==> config.mk <==
export PLATFORM = sky130hd
export DESIGN_NAME = load_unit16
export DESIGN_NICKNAME = d
export VERILOG_FILES = /design/src/rtl/cpu_pkg.sv /design/src/rtl/ld_timeout_ctr.sv /design/src/rtl/load_unit16.sv
export SDC_FILE = /design/constraint.sdc
export NUM_CORES = 1
export LEC_CHECK = 0
export ABC_AREA = 1
export CORE_ASPECT_RATIO = 1.2
export CORE_MARGIN = 2
export CORE_UTILIZATION = 35
export CTS_CLUSTER_SIZE = 25
export DETAILED_ROUTE_END_ITERATION = 16
export PLACE_DENSITY = 0.7
export SYNTH_ARGS = -nofsm -noshare
export SYNTH_HDL_FRONTEND = slang
export SYNTH_SLANG_ARGS = --single-unit
export TNS_END_PERCENT = 50
==> constraint.sdc <==
create_clock -name clk -period 1.25 [get_ports clk]
set_input_delay 0.125 -clock clk [delete_from_list [all_inputs] [get_ports clk]]
set_output_delay 0.125 -clock clk [all_outputs]
set_load 0.1 [all_outputs]
==> src/rtl/cpu_pkg.sv <==
// Shared CPU definitions: load FSM encoding and datapath defaults.
package cpu_pkg;

    localparam int WORD_W             = 16;
    localparam int LD_TIMEOUT_DEFAULT = 15;

    typedef enum logic [1:0] {
        IDLE = 2'b00,
        REQ  = 2'b01,
        DONE = 2'b10,
        ERR  = 2'b11
    } ld_state_t;

endpackage

==> src/rtl/ld_timeout_ctr.sv <==
// Bounded-wait cycle counter for memory handshakes.
// tc flags the last permitted wait cycle (count == LIMIT-1).
module ld_timeout_ctr #(
    parameter int LIMIT = 15
) (
    input  logic clk,
    input  logic rst,
    input  logic clear,
    input  logic enable,
    output logic tc
);

    localparam int CW = $clog2(LIMIT + 1);
    localparam logic [CW-1:0] LAST = CW'(LIMIT - 1);

    logic [CW-1:0] count_reg;

    always_ff @(posedge clk or negedge rst) begin
        if (!rst)
            count_reg <= '0;
        else if (clear)
            count_reg <= '0;
        else if (enable)
            count_reg <= count_reg + CW'(1);
    end

    assign tc = (count_reg == LAST);

endmodule

==> src/rtl/load_unit16.sv <==
// LOAD execution unit: fetches one word over a req/ack memory bus and
// hands it to the register file as a single-cycle write strobe.
module load_unit16
    import cpu_pkg::*;
#(
    parameter int ADDR_W  = 16,
    parameter int DATA_W  = WORD_W,
    parameter int TIMEOUT = LD_TIMEOUT_DEFAULT
) (
    input  logic              clk,
    input  logic              rst,
    input  logic              start,
    input  logic [ADDR_W-1:0] addr_in,
    output logic              mem_req,
    output logic [ADDR_W-1:0] mem_addr,
    input  logic              mem_ack,
    input  logic [DATA_W-1:0] mem_rdata,
    output logic [DATA_W-1:0] rd_data,
    output logic              rd_valid,
    output logic              busy,
    output logic              error
);

    ld_state_t state_reg;
    logic      cnt_clear;
    logic      cnt_enable;
    logic      cnt_tc;

    assign cnt_clear  = (state_reg == IDLE) && start;
    assign cnt_enable = (state_reg == REQ) && !mem_ack && !cnt_tc;

    ld_timeout_ctr #(
        .LIMIT (TIMEOUT)
    ) u_timeout (
        .clk    (clk),
        .rst    (rst),
        .clear  (cnt_clear),
        .enable (cnt_enable),
        .tc     (cnt_tc)
    );

    always_ff @(posedge clk or negedge rst) begin
        if (!rst) begin
            state_reg <= IDLE;
            mem_req   <= 1'b0;
            mem_addr  <= '0;
            rd_data   <= '0;
            rd_valid  <= 1'b0;
            busy      <= 1'b0;
            error     <= 1'b0;
        end else begin
            case (state_reg)
                IDLE: begin
                    if (start) begin
                        mem_addr  <= addr_in;
                        mem_req   <= 1'b1;
                        busy      <= 1'b1;
                        state_reg <= REQ;
                    end
                end
                REQ: begin
                    // A response on the final wait cycle still counts as success.
                    if (mem_ack) begin
                        rd_data   <= mem_rdata;
                        mem_req   <= 1'b0;
                        rd_valid  <= 1'b1;
                        state_reg <= DONE;
                    end else if (cnt_tc) begin
                        mem_req   <= 1'b0;
                        error     <= 1'b1;
                        state_reg <= ERR;
                    end
                end
                DONE: begin
                    rd_valid  <= 1'b0;
                    busy      <= 1'b0;
                    state_reg <= IDLE;
                end
                ERR: begin
                    error     <= 1'b0;
                    busy      <= 1'b0;
                    state_reg <= IDLE;
                end
                default: state_reg <= IDLE;
            endcase
        end
    end

endmodule

==> reports/qor.yml <==
cts-buffers-inserted: 5
hp-class: "input port to asynchronous set/reset pin"
nets: 303
worst-path-buf-inv: 1
wl_met1_um: 1540
io_buffers: 71
n_antenna_cell: 0
ios: 72
synth.distinct_cells: 19
clockBufferDepth: 2
yosysWarnings: 0
end_kind: "register"
place_area_um2: 2920
synth.cell_area_um2: 1770
antenna_found_initial: 0
synth_nets: 226
cap_violations: 0
grt_start_max_net_pins: 43
min_period_ns: 1.13
vias_per_cell: 4.34
maxSlewHeadroom: 0.849
arrival_ns: 1.31
cts_tree: "built"
final_util: 0.617
yosysTopAreaCellShare: 0.594
final_cell_mix: "41 x nand2_1, 41 x dfrtp_1, 39 x buf_12"
finalHoldViolations: 0
path_class: "register to register"
synth_top_area_cell: "dfrtp_1"
area_delta_synth_final_pct: 71.0
dieArea_um2: 5650
worst-r2r-setup-slack_ns: 0.12
setup_viol: 0
drc: 0
num_vias: 1411
cts_setup_buffers: 0
dr_wl_met2_um: 1780
skew_ns: 0.00296
worstMarginPinSlew_ns: 0.226
coreArea_um2: 4900
post-place-ws_ns: 0.0241
max_stage_delay_ns: 0.38
fin_crit_sh: 0.905
path_max_fanout: 5
wl_met3_um: 372
drtIter0Drc: 100
syn_avg_cell_area_um2: 9.42
grt_util_all_layers: 0.140
path_clk_slew_ns: 0.07
yosysSeqAreaShare: 0.594
maxSlewViolCount: 0
hold_ws_ns: 0.349
grt_pass1_vias: 1344
routed.top_layer: "met4"
totalWireLength_um: 3710
hpwl_um: 2790
synth.area.top_cells: "dfrtp_1 59%, nand2_1 9.1%, inv_1 7.6%"
clock-sinks: 42
clock_latency_ns: 0.28
outcome: "finished, final reports clean"
crit_required_ns: 1.43
fin_ws_ns: 0.119
syn_inst: 188
drive_gt1_frac: 0.226
die_x_um: 68.9
post_drt_wl_per_cell_um: 11.4
r2r_cells: 5
htree_levels: 2
path_delay_family: "flip-flops"
fp.dieH_um: 81.9
grt.overflow.total: 0
rsz0062_at_grt: "true"
reg2reg_from: "u_timeout.count_reg[0]"
fmax_mhz: 884
cts_root_buf: "clkbuf_8"
num_rows: 28
grt_pass1_wl_um: 5850
r2r-end: "u_timeout.count_reg[2]"
drt.antenna.violating_nets: 0
cp_cell_sequence: "buf_4 -> ha_1 -> xor2_1 -> nand3_1 -> nand2_1"
fin_area_um2: 3030
initial_core_util: 0.361
firstDrtPassIters: 4
place.gp.congestion: 0.673
synth-seq-cells: 42
slowest_stage: "dfrtp_1"
start_kind: "register"
==> worst max path at each step <==
stage | start | slack, ns | depth (start not counted) | end
after floorplan | mem_req | 0.01 | 2 | mem_req
after global placement | mem_ack | 0.03 | 6 | mem_req
after detailed placement | start | 0.02 | 5 | mem_addr[6]
after CTS | u_timeout.count_reg[0] | 0.02 | 7 | mem_req
after global routing | u_timeout.count_reg[0] | -0.005 | 7 | mem_req
final | u_timeout.count_reg[0] | 0.12 | 5 | u_timeout.count_reg[2]
==> synth_stat cells <==
| master | n |
|---|---|
| a21boi_0 | 1 |
| buf_2 | 1 |
| buf_6 | 5 |
| clkbuf_2 | 1 |
| dfrtp_1 | 42 |
| ha_1 | 2 |
| inv_1 | 36 |
| inv_2 | 1 |
| nand2_1 | 43 |
| nand2_4 | 1 |
| nand3_1 | 8 |
| nand3_2 | 1 |
| nand3_4 | 2 |
| nand4_1 | 2 |
| nor2_1 | 3 |
| nor2_2 | 1 |
| o21ai_0 | 16 |
| o21ai_1 | 21 |
| xor2_1 | 1 |
==> worst reg2reg max path, stage by stage (launching register included) <==
cell     delay, ns
dfrtp_1       0.38
buf_4         0.15
ha_1          0.20
xor2_1        0.14
nand3_1       0.09
nand2_1       0.06
==> area by class of cell <==
type	count	area [um2]
fill	406	1880
timing repair buffer	77	1150
sequential	42	1050
multi-input combinational	102	529
inverter	37	141
tap	60	75.1
clock buffer	5	68.8
clock inverter	2	10.0
==> through the flow <==
stage	setup TNS (ns)	std cells
5_1_grt	-0.00502	325
2_1_floorplan	0	188
6_report	0	325
4_1_cts	0	325
3_3_place_gp	0	317
3_5_place_dp	0	317
==> metal layers <==
layer | track usage | vias up
li1 | - | 733
met1 | 0.155 | 620
met2 | 0.248 | 56
met3 | 0.0521 | 2
met4 | 0.0353 | 0
met5 | 0 | -
==> logic make-up (layout without fill, tap and decap cells) <==
logic type      count (synthesis)  in the layout  synth area share
simple gates                   61             61             0.163
buf+inv                        44            121             0.116
flops                          42             42             0.594
compound gates                 38             38             0.109
fa+ha+maj                       2              2            0.0141
xor+xnor                        1              1           0.00495
==> repair_timing <==
item | in CTS | in global routing
gates resized for setup | 0 | 8
endpoints found under the hold margin | 42 | 0
setup endpoints to repair | 0 | 6
hold buffers | 1 | 0
Power is left out: the tool's default activity adds up to more than one toggle a clock period on the data nets, which glitch-free logic cannot reach.
==> RTL change, RTL diff (same settings) <==
`WORD_W`: 16 -> 24.
--- a/src/rtl/cpu_pkg.sv
+++ b/src/rtl/cpu_pkg.sv
@@ -3,3 +3,3 @@
 
-    localparam int WORD_W             = 16;
+    localparam int WORD_W             = 24;
     localparam int LD_TIMEOUT_DEFAULT = 15;
Interface: changed (resized mem_rdata and rd_data); port bits go from 72 to 88. The function was not compared with the original's and may differ.
==> RTL change against the original RTL <==
  * Critical endpoint is now mem_req
  * Non-clock buffer count rose by 19
  * Fmax is 4.5% lower
  * Critical path type unchanged
  * Final area increased by 20%
  * Worst setup slack worse by 0.054 ns
  * Routed wire length rose by 46%
  * Synthesized area is 17% higher
  * Highest routed layer unchanged
  * Via count rose by 34%
  * Worst hold slack gained 0.011 ns
  * Sequential cell count is 8 higher
Power is not shown: default switching activity piles up to over one toggle a cycle in this logic, so the estimate is an artifact.
==> RTL change: results (changes against the original RTL) <==
Status: finished, final reports clean
Met2 wire length: 2860 um (+61%)
Number of distinct library cells after synthesis: 23 (+4)
Via Count: 1884 (+34%)
Maximum number of pins on one net before global-route repair: 51 (+19%)
Cells after synthesis: 228 (+21%)
Clock transition at the register clock pins on the worst setup and hold paths after CTS: 0.09 ns (+0.02 ns)
Clock latency reported for the late side of the worst-skew pair: 0.30 ns (+0.02 ns)
Slew HR: 82.4% (-2.5 points)
Largest fanout on the critical path: 3 (-2)
Portion of the post-synthesis area used by sequential elements: 60.5% (+1.1 points)
Post-cts sizing count: 3 (+3)
Cell count after placement: 392 (+24%)
Half-perimeter wire length after placement: 3820 um (+37%)
Flip-flop and latch share of the layout cell area: 34.5% (-0.27 points)
Synthesized netlist net count: 274 (+21%)
M1 GR Usage: 23.6% (+8.1 points)
Vias per inst: 4.69 (+7.9%)
Buffers added on ports: 87 (+23%)
Ranking of synthesized cells by instance count: 108 x sky130_fd_sc_hd__nand2_1, 50 x sky130_fd_sc_hd__dfrtp_1, 34 x sky130_fd_sc_hd__nand3_1
Global-route track usage on met3: 3.87% (-1.3 points)
Metal-1 WL: 2170 um (+41%)
Leading post-synthesis cells by cell area: sky130_fd_sc_hd__dfrtp_1 60%, sky130_fd_sc_hd__nand2_1 20%, sky130_fd_sc_hd__nand3_1 8.2%
Number of filler cells placed in the layout: 459 (+13%)
DR iter-0 viols: 132 (+32%)
Post-placement cell area: 3500 um2 (+20%)
Last weighted congestion value of the routability-driven placer: 0.808 (+20%)
Routed wire length per instance: 13.5 um (+18%)
Layout cells sized above 1: 22.4% (-0.28 points)
X dimension of the die: 74.2 um (+7.6%)
Top Family by Delay on Critical Path: simple AND/OR/NAND/NOR gates
Share of the final layout cell area in multi-input gates: 20.6% (+3.1 points)
Setup skew after layout: 0.00956 ns (+0.00660 ns)
Number of buffers outside the clock class in the layout: 96 (+25%)
Min-delay worst type: input pin to flip-flop
Clock network share of area: 2.10% (-0.50 points)
Total area of sequential cells: 1250 um2 (+19%)
Non-clock buffers, area share: 38.9% (+0.91 points)
Synth Register Bits: 50 (+19%)
Data arrival at the endpoint of the critical path: 1.37 ns (+0.06 ns)
Setup slack at placement: -0.138 ns (-0.162 ns)
Number of optimization iterations in the first detailed-route pass: 5 (+1)
==> RTL change: cell count changes after synthesis, moves of 3 or more <==
cell / before / now
sky130_fd_sc_hd__buf_2: 1 / 4
sky130_fd_sc_hd__buf_6: 5 / 2
sky130_fd_sc_hd__dfrtp_1: 42 / 50
sky130_fd_sc_hd__inv_1: 36 / 6
sky130_fd_sc_hd__nand2_1: 43 / 108
sky130_fd_sc_hd__nand3_1: 8 / 34
sky130_fd_sc_hd__o21ai_0: 16 / 1
sky130_fd_sc_hd__o21ai_1: 21 / 2
==> RTL change: cells by family (layout without fill, tap and decap cells) <==
kind of cell | count (synthesis) | in the layout | synth area share (%)
compound gates | 4 | 4 | 0.967
xor+xnor | 1 | 1 | 0.423
simple gates | 152 | 153 | 32.0
flops | 50 | 50 | 60.5
buf+inv | 19 | 112 | 4.90
fa+ha+maj | 2 | 2 | 1.21
==> RTL change: path summary, 6_finish.rpt <==
path	slack, ns	start	end
worst max-delay path	0.07	u_timeout.count_reg[0]	mem_req
worst min-delay path	0.36	addr_in[15]	mem_addr[15]
worst max register to register	0.07	u_timeout.count_reg[0]	mem_req
worst min register to register	0.54	rd_data[0]	rd_data[0]
max in group asynchronous	0.65	rst	state_reg[1]
min in group asynchronous	0.37	rst	mem_addr[8]
==> RTL change: worst register-to-register path, stage by stage, from the launching register on <==
cell and delay (ns):
sky130_fd_sc_hd__dfrtp_1 0.38, sky130_fd_sc_hd__inv_1 0.06, sky130_fd_sc_hd__ha_1 0.18, sky130_fd_sc_hd__nand2_1 0.07
sky130_fd_sc_hd__nor2_2 0.15, sky130_fd_sc_hd__nor2_4 0.07, sky130_fd_sc_hd__nor2_2 0.10, sky130_fd_sc_hd__a21oi_1 0.06
